### config.mk
export PLATFORM = sky130hd
export DESIGN_NAME = mem_stage_lsu
export DESIGN_NICKNAME = d
export VERILOG_FILES = /design/src/rtl/lsu_pkg.sv /design/src/rtl/lsu_extend.sv /design/src/rtl/mem_stage_lsu.sv
export SDC_FILE = /design/constraint.sdc
export NUM_CORES = 1
export LEC_CHECK = 0
export BUFFER_PORTS_ARGS = -buffer_cell sky130_fd_sc_hd__buf_4
export CAP_MARGIN = 25
export CORE_MARGIN = 2
export CORE_UTILIZATION = 30
export DETAILED_ROUTE_END_ITERATION = 10
export PLACE_DENSITY = 0.59
export REMOVE_ABC_BUFFERS = 1
export SYNTH_ARGS = -nofsm -noshare
export SYNTH_HDL_FRONTEND = slang
export SYNTH_SLANG_ARGS = --single-unit
### constraint.sdc
create_clock -name clk -period 7.6 [get_ports clk]
set_input_delay 1.14 -clock clk [delete_from_list [all_inputs] [get_ports clk]]
set_output_delay 1.14 -clock clk [all_outputs]
set_load 0.05 [all_outputs]
### src/rtl/lsu_pkg.sv
// Shared types for the MEM-stage load/store unit: FSM states, the latched op record,
// default geometry and a byte-padding helper.
package lsu_pkg;

  localparam int LSU_WIDTH   = 16;
  localparam int LSU_TAGW    = 4;
  localparam int LSU_RAMSIZE = 4096;
  localparam int DATA_LIMIT  = 3 * LSU_RAMSIZE;

  typedef enum logic [1:0] {
    IDLE,
    ACC0,
    ACC1,
    RESP
  } lsu_state_t;

  typedef struct packed {
    logic                 load;
    logic                 store;
    logic                 half;
    logic                 is_signed;
    logic [LSU_WIDTH-1:0] addr;
    logic [LSU_WIDTH-1:0] wdata;
    logic [LSU_TAGW-1:0]  tag;
  } lsu_op_t;

  // The data segment is byte-wide; the upper bits of a write word are always zero.
  function automatic logic [LSU_WIDTH-1:0] pad_byte(input logic [7:0] b);
    return {{(LSU_WIDTH-8){1'b0}}, b};
  endfunction

endpackage

### src/rtl/lsu_extend.sv
// Load result formatting: merges little-endian bytes of a half load, or zero/sign
// extends a byte load.
module lsu_extend
  import lsu_pkg::*;
#(
  parameter int WIDTH = LSU_WIDTH
) (
  input  logic [7:0]       lo,
  input  logic [7:0]       hi,
  input  logic             half,
  input  logic             is_signed,
  output logic [WIDTH-1:0] data
);

  always_comb begin
    data = '0;
    if (half) begin
      data[15:0] = {hi, lo};
    end else begin
      data[7:0] = lo;
      if (is_signed) begin
        data[WIDTH-1:8] = {(WIDTH-8){lo[7]}};
      end
    end
  end

endmodule

### src/rtl/mem_stage_lsu.sv
// MEM-stage load/store unit: one op at a time, 16-bit accesses split into two byte accesses.
// Optional address range fault checking is enabled by defining LSU_RANGE_CHECK_EN.
module mem_stage_lsu
  import lsu_pkg::*;
#(
  parameter int WIDTH   = LSU_WIDTH,
  parameter int TAGW    = LSU_TAGW,
  parameter int RAMSIZE = LSU_RAMSIZE
) (
  input  logic             clk,
  input  logic             reset,
  input  logic             in_valid,
  output logic             in_ready,
  input  logic             in_load,
  input  logic             in_store,
  input  logic             in_half,
  input  logic             in_signed,
  input  logic [WIDTH-1:0] in_addr,
  input  logic [WIDTH-1:0] in_wdata,
  input  logic [TAGW-1:0]  in_tag,
  output logic             out_valid,
  input  logic             out_ready,
  output logic [WIDTH-1:0] out_data,
  output logic [TAGW-1:0]  out_tag,
  output logic             out_wb,
  output logic             out_fault,
  output logic             mem_we,
  output logic [WIDTH-1:0] mem_addr,
  output logic [WIDTH-1:0] mem_wd,
  input  logic [WIDTH-1:0] mem_rd
);

  lsu_state_t       state;
  lsu_op_t          op_reg;
  logic [7:0]       lo_reg;
  logic             accept;
  logic             in_st;
  logic             in_ld;
  logic             in_mem;
  logic             in_fault;
  logic [7:0]       lo_byte;
  logic [WIDTH-1:0] load_data;
  logic             unused_rd;

  assign in_ready = (state == IDLE) & ~reset;
  assign accept   = in_valid & in_ready;
  assign in_st    = in_store;
  assign in_ld    = in_load & ~in_store;
  assign in_mem   = in_st | in_ld;

  // Only the low byte of the read port carries data.
  assign unused_rd = ^mem_rd[WIDTH-1:8];

`ifdef LSU_RANGE_CHECK_EN
  localparam logic [WIDTH:0] LIMIT = (WIDTH+1)'(3 * RAMSIZE);
  logic [WIDTH-1:0] in_addr_p1;
  assign in_addr_p1 = in_addr + WIDTH'(1);
  // addr+1 wraps at 2^WIDTH, so the second byte of a half op can fault on its own.
  assign in_fault = in_mem & (({1'b0, in_addr} >= LIMIT) |
                              (in_half & ({1'b0, in_addr_p1} >= LIMIT)));
`else
  assign in_fault = 1'b0;
`endif

  // In ACC0 the low byte is still on the bus; a byte load finishes on this edge.
  assign lo_byte = (state == ACC0) ? mem_rd[7:0] : lo_reg;

  lsu_extend #(.WIDTH(WIDTH)) u_extend (
    .lo        (lo_byte),
    .hi        (mem_rd[7:0]),
    .half      (op_reg.half),
    .is_signed (op_reg.is_signed),
    .data      (load_data)
  );

  always_ff @(posedge clk or posedge reset) begin
    if (reset) begin
      state     <= IDLE;
      op_reg    <= '0;
      lo_reg    <= '0;
      out_valid <= 1'b0;
      out_data  <= '0;
      out_tag   <= '0;
      out_wb    <= 1'b0;
      out_fault <= 1'b0;
      mem_we    <= 1'b0;
      mem_addr  <= '0;
      mem_wd    <= '0;
    end else begin
      case (state)
        IDLE: begin
          if (accept) begin
            op_reg <= '{load: in_ld, store: in_st, half: in_half, is_signed: in_signed,
                        addr: in_addr, wdata: in_wdata, tag: in_tag};
            if (!in_mem || in_fault) begin
              state     <= RESP;
              out_valid <= 1'b1;
              out_tag   <= in_tag;
              out_data  <= in_mem ? '0 : in_wdata;
              out_wb    <= ~in_mem;
              out_fault <= in_fault;
            end else begin
              state    <= ACC0;
              mem_addr <= in_addr;
              mem_we   <= in_st;
              mem_wd   <= in_st ? pad_byte(in_wdata[7:0]) : '0;
            end
          end
        end
        ACC0: begin
          lo_reg <= mem_rd[7:0];
          if (op_reg.half) begin
            state    <= ACC1;
            mem_addr <= op_reg.addr + WIDTH'(1);
            mem_we   <= op_reg.store;
            mem_wd   <= op_reg.store ? pad_byte(op_reg.wdata[15:8]) : '0;
          end else begin
            state     <= RESP;
            mem_we    <= 1'b0;
            mem_addr  <= '0;
            mem_wd    <= '0;
            out_valid <= 1'b1;
            out_tag   <= op_reg.tag;
            out_data  <= op_reg.load ? load_data : '0;
            out_wb    <= op_reg.load;
            out_fault <= 1'b0;
          end
        end
        ACC1: begin
          state     <= RESP;
          mem_we    <= 1'b0;
          mem_addr  <= '0;
          mem_wd    <= '0;
          out_valid <= 1'b1;
          out_tag   <= op_reg.tag;
          out_data  <= op_reg.load ? load_data : '0;
          out_wb    <= op_reg.load;
          out_fault <= 1'b0;
        end
        RESP: begin
          if (out_ready) begin
            state     <= IDLE;
            out_valid <= 1'b0;
            out_data  <= '0;
            out_tag   <= '0;
            out_wb    <= 1'b0;
            out_fault <= 1'b0;
          end
        end
        default: state <= IDLE;
      endcase
    end
  end

endmodule

; Yosys cells after proc, flatten, opt, wreduce, memory -nomap -nowiden
; Index checks and enable logic that the tools add are counted.
[op_classes]
n_addsub = 1
n_mul = 0
div_mod_pow = 0
n_lt_le_gt_ge = 0
eq_ne = 8
shifts = 0
mux = 46
bitwise = 7
reduce_logical = 6
[ops]
columns = op, n
row1 = $mux W16, 11
row2 = $pmux W16 S3, 2
row3 = $pmux W16 S4, 1
row4 = $mux W8, 5
row5 = $add A16 B1 Y16 const B, 1
row6 = $mux W4, 4
row7 = $pmux W4 S4, 1
row8 = $mux W1, 14
row9 = $pmux W1 S4, 3
row10 = $ne A2 B2 Y1 const B, 5
row11 = $pmux W2 S4, 1
row12 = $mux W2, 3
row13 = $eq A2 B2 Y1 const B, 2
row14 = $reduce_and A2 Y1, 2
row15 = $reduce_and A4 Y1, 1
row16 = $and A1 B1 Y1, 3
row17 = $not A1 Y1, 3
row18 = $pmux W1 S3, 1
row19 = $reduce_and A3 Y1, 1
row20 = $reduce_bool A3 Y1, 1
row21 = $eq A2 B1 Y1 const B, 1
row22 = $logic_not A2 Y1, 1
row23 = $or A1 B1 Y1, 1
[totals]
register_bits = 106
latch_bits = 0
ram_bits = 0
mem_bits_ro = 0
input_bits = 60
out_inout_bits = 57
elab_cells = 85
mem_count = 0

; Logic depth before layout (Yosys ltp)
; Gate-level depths: netlist of run 1.
[logic_depth]
depth_word = 7
ltp_mapped = 9
depth_no_buf = 6

; By module
; A second synthesis of run 1 with hierarchy kept.
[unflattened]
hier_cells = 408
hier_area_um2 = 4302.9
[modules_own_cells]
columns = module, instances, cells_per_inst, area_each_um2, seq_area_each_um2
row1 = mem_stage_lsu, 1, 382, 4151.5, 2227.1
row2 = lsu_extend, 1, 26, 151.4, 0.0

; Least setup slack after synthesis of run 1
; Ideal clock, no wire load.
[synth_path]
path_type = input to output
from = input port reset
to = output port in_ready
arrival_ps = 1785
path_slack_ps = 4675
path_stages = 1
path_buffers = 0
cell_sequence = nor2_1
[synth_between]
elab_chain_len = 2
[synth_rtl]
columns = element, line
row1 = "start, declared", mem_stage_lsu.sv:11  ; input logic reset,
row2 = $not A1 Y1, mem_stage_lsu.sv:45  ; assign in_ready = (state == IDLE) & ~reset;
row3 = $and A1 B1 Y1, mem_stage_lsu.sv:45
row4 = "end, declared", mem_stage_lsu.sv:13  ; output logic in_ready,
; Every way passes these cells.

; Final worst setup path of run 1
[layout_path]
from = input port reset
to = register mem_addr[0]
[layout_between]
elab_chain_len = 5
[layout_rtl]
columns = element, line
row1 = $not A1 Y1, mem_stage_lsu.sv:45
row2 = $and A1 B1 Y1, mem_stage_lsu.sv:45
row3 = $and A1 B1 Y1, mem_stage_lsu.sv:46  ; assign accept = in_valid & in_ready;
row4 = $ne A2 B2 Y1 (no source line), -
row5 = $reduce_and A3 Y1 (no source line), -
row6 = "end signal, assigned", mem_stage_lsu.sv:104  ; mem_addr <= in_addr;
row7 = "end signal, assigned", mem_stage_lsu.sv:114  ; mem_addr <= op_reg.addr + WIDTH'(1);
row8 = "end, declared", mem_stage_lsu.sv:28  ; output logic [WIDTH-1:0] mem_addr,
; Every way passes these cells.
; A chain may end at the register's enable or synchronous reset.

==> metrics.txt, run 1 <==
CTS clock-pin slew for the worst setup and hold paths=0.07 ns; worst-path maximum fanout=21; Slew Limit Fails=0; WP data required=roughly 8 ns; final setup TNS=0 ns; die area=around 15000 µm²; Post-DP HPWL=approximately 8000 µm; Rows=between 40 and 50; leakage power figure=around 2.4 nW; Ports=approximately 120; Routed Antenna Nets=0; pin count of the biggest net entering global routing=56; Iter 0 DRT Violations=between 150 and 200; sequential power share=0.307; Yosys reg bits=just under 90; post-CTS sizing=0; global route overflow=0; worst-margin pin slew=1.01 ns; critical-path cell list=buf_4 -> nand2b_1 -> o21ai_1 -> nand2_1 -> mux2_2; Worst Setup Path Type=in2reg; WHS=0.484 ns; core area=roughly 14000 µm²; placed cells=approximately 670; Ys Warns=0; TritonCTS Buffers=9; vias=3436; Post-CTS Setup Repair Bufs=0; n_diodes=0; area grow syn2layout=28.5%; Max Freq=around 350 MHz; Fillers=around 1400; Peak VDD IR=roughly 0.22 mV; Hold Crit Class=reg2reg; die height=between 100 and 150 µm; GRT Overall Usage=0.162; Tcrit/Tclk final=0.374; syn avg cell area=between 10 and 15 µm²; RSZ-0062 raised after global routing=no; Comb pwr share=0.520; sw frac=0.462; top cells by count, synth=dfrtp_1 (89), o21ai_0 (52), mux2_2 (39); FFs w/ async S/R, synth=1.00; Yosys top cell area share=0.520; H-tree levels=3; top-count cell post-synth=dfrtp_1; EDFF count, synth=0; sequential fraction of the synthesis area=0.520; Post-Syn Area=about 4300 µm²; chip width=between 100 and 150 µm; DR DRC count=0; routed vias/inst=slightly above 5; drt first pass iters=5; dominant synthesized flop cell=dfrtp_1; status=complete, no violations; endpoints failing setup=0; ranking of synthesized cells by area=dfrtp_1 (52%), mux2_2 (10%), o21ai_0 (6.1%); Post-Place Setup Slack=4.46 ns; internal power=about 1.5 mW; total power=roughly 2.8 mW; count of unique library cells instantiated by Yosys=42; pwr dens=502 nW/µm²; GPL Wtd Cong=about 0.8; # port buffers=about 100; Max-slew headroom=0.328; cells after synthesis=roughly 410; initial antenna violation count=0; Final WS setup=4.76 ns; routed wire length=between 10000 and 15000 µm; Starting Density=0.308; Clock power frac=0.173; first-pass GRT wire length=roughly 18000 µm; slowest stage cell, crit path=nand2_1; drt wl/cell=17.3 µm; element type at the critical path start=input port; number of global-route vias before repair=around 3500; Nets=563; Max Root-Sink Buffers=2; Finished Layout Cells=682; Reg area=2230 µm²; footprint of the multi-input gates=1890 µm²; final hold vios=0; CTS Hold Bufs=0; share of post-route cells with drive strength above 1=0.329; max incr delay on CP=0.69 ns; most area-hungry cell type in the Yosys netlist=dfrtp_1; Worst EP arrival=around 3.1 ns; CTS tree=done; max reg flops=32; Sink Count=89; maxcap violations=0; CP Capture Type=flip-flop; CTS root buffer=clkbuf_16; fin crit period=approximately 2.8 ns; worst skew pair latency=~0.34 ns; clk_skew=between 0.007 and 0.008 ns; switching pwr=between 1 and 1.5 mW
[final timing paths]
kind | slack (ns) | cells after the start | start | end
worst max-delay path | 4.76 | 5 | reset | mem_addr[0]
worst min-delay path | 0.48 | 2 | out_tag[0] | out_tag[0]
worst max register to register | 4.96 | 6 | state[1] | mem_wd[3]
worst min register to register | 0.48 | 2 | out_tag[0] | out_tag[0]
max in group asynchronous | 5.60 | 3 | reset | out_wb
min in group asynchronous | 0.88 | 2 | reset | op_reg[24]
[layout by cell type (no fill, tap or decap), drive strengths merged, types with 3 or more instances in the layout]
cell type,count
xnor2,12
a21oi,27
clkbuf,10
o21ai,53
a221oi,9
nand3,8
a22oi,8
inv,9
nor2,38
nor2b,8
ha,6
nand4b,3
nand2b,9
buf,103
mux2,39
conb,9
o221ai,6
dfrtp,89
nor3,4
o211ai,3
clkinv,3
nand2,18
nor4,3
nand4,3
[cells by family after synthesis]
logic type | after synthesis | share of synthesized area
AOI/OAI and AO/OA | 117 | 0.170
and+or+nand+nor | 100 | 0.117
DFF | 89 | 0.520
buffers and inverters | 42 | 0.0453
muxes | 39 | 0.103
xor gates and xnor gates | 13 | 0.0266
adders and majority gates | 6 | 0.0175
other | 1 | 0.000876
[metrics by stage]
stage	area, µm²	util
after floorplan	4150	-
after global placement	5150	0.371
after detailed placement	5150	0.371
after CTS	5470	0.394
after global routing	5500	0.396
final	5500	0.396
[critical path: cells and delay by family]
kind            cells  cell delay (ns)
simple gates        2             0.85
mux                 1             0.49
compound gates      1             0.45
buf+inv             1             0.13
[power by group through the flow]
stage	clock (mW)	sequential [mW]	combinational [mW]
2_1_floorplan	0	1.16	0.668
3_3_place_gp	0	0.842	1.41
3_5_place_dp	0	0.856	1.44
4_1_cts	0.492	0.849	1.44
5_1_grt	0.513	0.876	1.56
6_report	0.477	0.848	1.44
[per-layer routing]
layer / wire, µm / share of wire / track usage / vias up
met1: 4990 / 0.42 / 0.192 / 1713
met3: 838 / 0.071 / 0.0507 / 10
li1: - / - / - / 1609
met2: 5910 / 0.50 / 0.282 / 104
met5: 0 / 0 / 0 / -
met4: 92 / 0.0078 / 0.0419 / 0
[final cells by class]
| class | instances | share of cell area |
|---|---|---|
| well taps | 180 | 0.0410 |
| multi-input cells | 284 | 0.344 |
| clock inverters | 7 | 0.0171 |
| flip-flops and latches | 89 | 0.405 |
| repair buffers | 104 | 0.145 |
| inverters | 9 | 0.00637 |
| clock buffers | 9 | 0.0410 |
Note: power is estimated with default switching activity, not from simulation.
==> run 2, diff against run 1 <==
--- a/config.mk
+++ b/config.mk
@@ -10,7 +10,7 @@
 export CORE_MARGIN = 2
 export CORE_UTILIZATION = 30
 export DETAILED_ROUTE_END_ITERATION = 10
-export PLACE_DENSITY = 0.59
+export PLACE_DENSITY = 0.6
 export REMOVE_ABC_BUFFERS = 1
 export SYNTH_ARGS = -nofsm -noshare
 export SYNTH_HDL_FRONTEND = slang
==> constraint.sdc (replaced) <==
create_clock -name clk -period 2.6 [get_ports clk]
set_input_delay 0.39 -clock clk [delete_from_list [all_inputs] [get_ports clk]]
set_output_delay 0.39 -clock clk [all_outputs]
set_load 0.05 [all_outputs]
==> metrics.txt, run 2 (synthesis gave the netlist of run 1 again) <==
status=complete, no violations; switching pwr=between 3 and 4 mW; Sink Count=approximately 90; drt first pass iters=4; pwr dens=about 1400 nW/µm²; leakage power figure=approximately 2.5 nW; max reg flops=32; CTS root buffer=clkbuf_16; first-pass GRT wire length=18300 µm; endpoints failing setup=0; drt wl/cell=roughly 17 µm; maxcap violations=0; final setup TNS=0 ns; Worst R2R Start=state[0]; Starting Density=0.308; chip width=~120 µm; worst skew pair latency=roughly 0.34 ns; clk_skew=between 0.006 and 0.007 ns; TritonCTS Buffers=9; internal power=4.30 mW; element type at the critical path start=flip-flop; core area=around 14000 µm²; Clock power frac=0.161; Util after Layout=0.398; routed vias/inst=4.95; final hold vios=0; CTS clock-pin slew for the worst setup and hold paths=approximately 0.060 ns; Rows=43; worst-path maximum fanout=8; most frequent cells in the layout=buf_4 (111), dfrtp_1 (89), o21ai_0 (52), mux2_2 (39), nor2_1 (38); die height=roughly 120 µm; Post-CTS Setup Repair Bufs=0; slowest stage cell, crit path=o2111a_1; share of post-route cells with drive strength above 1=0.338; H-tree levels=3; Fillers=1383; sequential power share=0.312; vias=3413; Comb pwr share=0.527; most common cell after layout, fill and taps aside=buf_4; worst reg-to-reg setup slack=just over 0.5 ns; RSZ-0062 raised after global routing=no; worst r2r path cells=6; Post-DP HPWL=between 8000 and 9000 µm; Final WS setup=about 0.51 ns; max incr delay on CP=~0.45 ns; FF-to-FF End=out_data[14]; CP Capture Type=flip-flop; Peak VDD IR=between 0.6 and 0.7 mV; routed wire length=approximately 12000 µm; Max Root-Sink Buffers=2; pin count of the biggest net entering global routing=56; WHS=around 0.14 ns; initial antenna violation count=0; GRT Overall Usage=0.158; Worst Setup Path Type=reg2reg; n_diodes=0; worst-margin pin slew=around 0.68 ns; # port buffers=99; Bufs and invs on worst path=1; Post-Layout Inst Area=around 5500 µm²; global route overflow=0; Post-DP Area=between 5000 and 6000 µm²; Slew Limit Fails=0; WP data required=2.86 ns; CP top delay family=compound AO/OA/AOI/OAI gates; Worst EP arrival=about 2.4 ns; Iter 0 DRT Violations=174; Nets=roughly 570; GPL Wtd Cong=between 0.7 and 0.8; post-CTS sizing=0; Max-slew headroom=0.547; total power=7.97 mW; sw frac=0.461; Hold Crit Class=in2async; die area=about 15000 µm²; Ports=roughly 120; DR DRC count=0; fin crit period=2.09 ns; number of global-route vias before repair=3500; Finished Layout Cells=just under 700; Post-Place Setup Slack=0.483 ns; CTS tree=done; Routed Antenna Nets=0; Max Freq=around 480 MHz; placed cells=slightly below 700; area grow syn2layout=29.2%; CTS Hold Bufs=0; Tcrit/Tclk final=0.805; critical-path cell list=inv_1 -> ha_1 -> nor2b_1 -> o2111a_1 -> o21ai_0 -> a21oi_1
## run 2: worst max path at each step
stage / startpoint / end / slack (ns) / cells past startpoint
finish: state[0] / out_data[14] / 0.51 / 6
global route: state[0] / mem_wd[6] / 0.23 / 6
CTS: state[1] / mem_wd[7] / 0.46 / 6
detailed placement: state[1] / mem_wd[1] / 0.48 / 6
global placement: state[0] / mem_wd[7] / 0.54 / 6
floorplan: reset / lo_reg[0] / -0.1 / 1
## run 2: cell type report
class	count	area, µm²	area share
repair buffers	112	853	0.154
flip-flops and latches	89	2230	0.403
multi-input cells	284	1890	0.343
clock buffers	9	225	0.0407
clock inverters	6	68.8	0.0124
inverters	9	35.0	0.00634
well taps	180	225	0.0407
## run 2: worst reg2reg max path: stages (launching register included)
cell and delay [ns]:
dfrtp_1 0.40, inv_1 0.11, ha_1 0.41, nor2b_1 0.31
o2111a_1 0.45, o21ai_0 0.18, a21oi_1 0.16
## run 2: power groups by stage
| stage | clock [mW] | sequential [mW] | combinational, mW |
|---|---|---|---|
| floorplan | 0 | 3.40 | 1.95 |
| finish | 1.29 | 2.49 | 4.20 |
| global placement | 0 | 2.46 | 4.19 |
| CTS | 1.32 | 2.48 | 4.26 |
| detailed placement | 0 | 2.50 | 4.25 |
| global route | 1.39 | 2.57 | 4.59 |
## run 2: layer usage
layer / routed length [µm] / global-route usage / part of all wire
met5: 0 / 0 / 0
met2: 5640 / 0.265 / 0.49
met3: 735 / 0.0480 / 0.064
met1: 5090 / 0.199 / 0.44
met4: 99 / 0.0391 / 0.0086
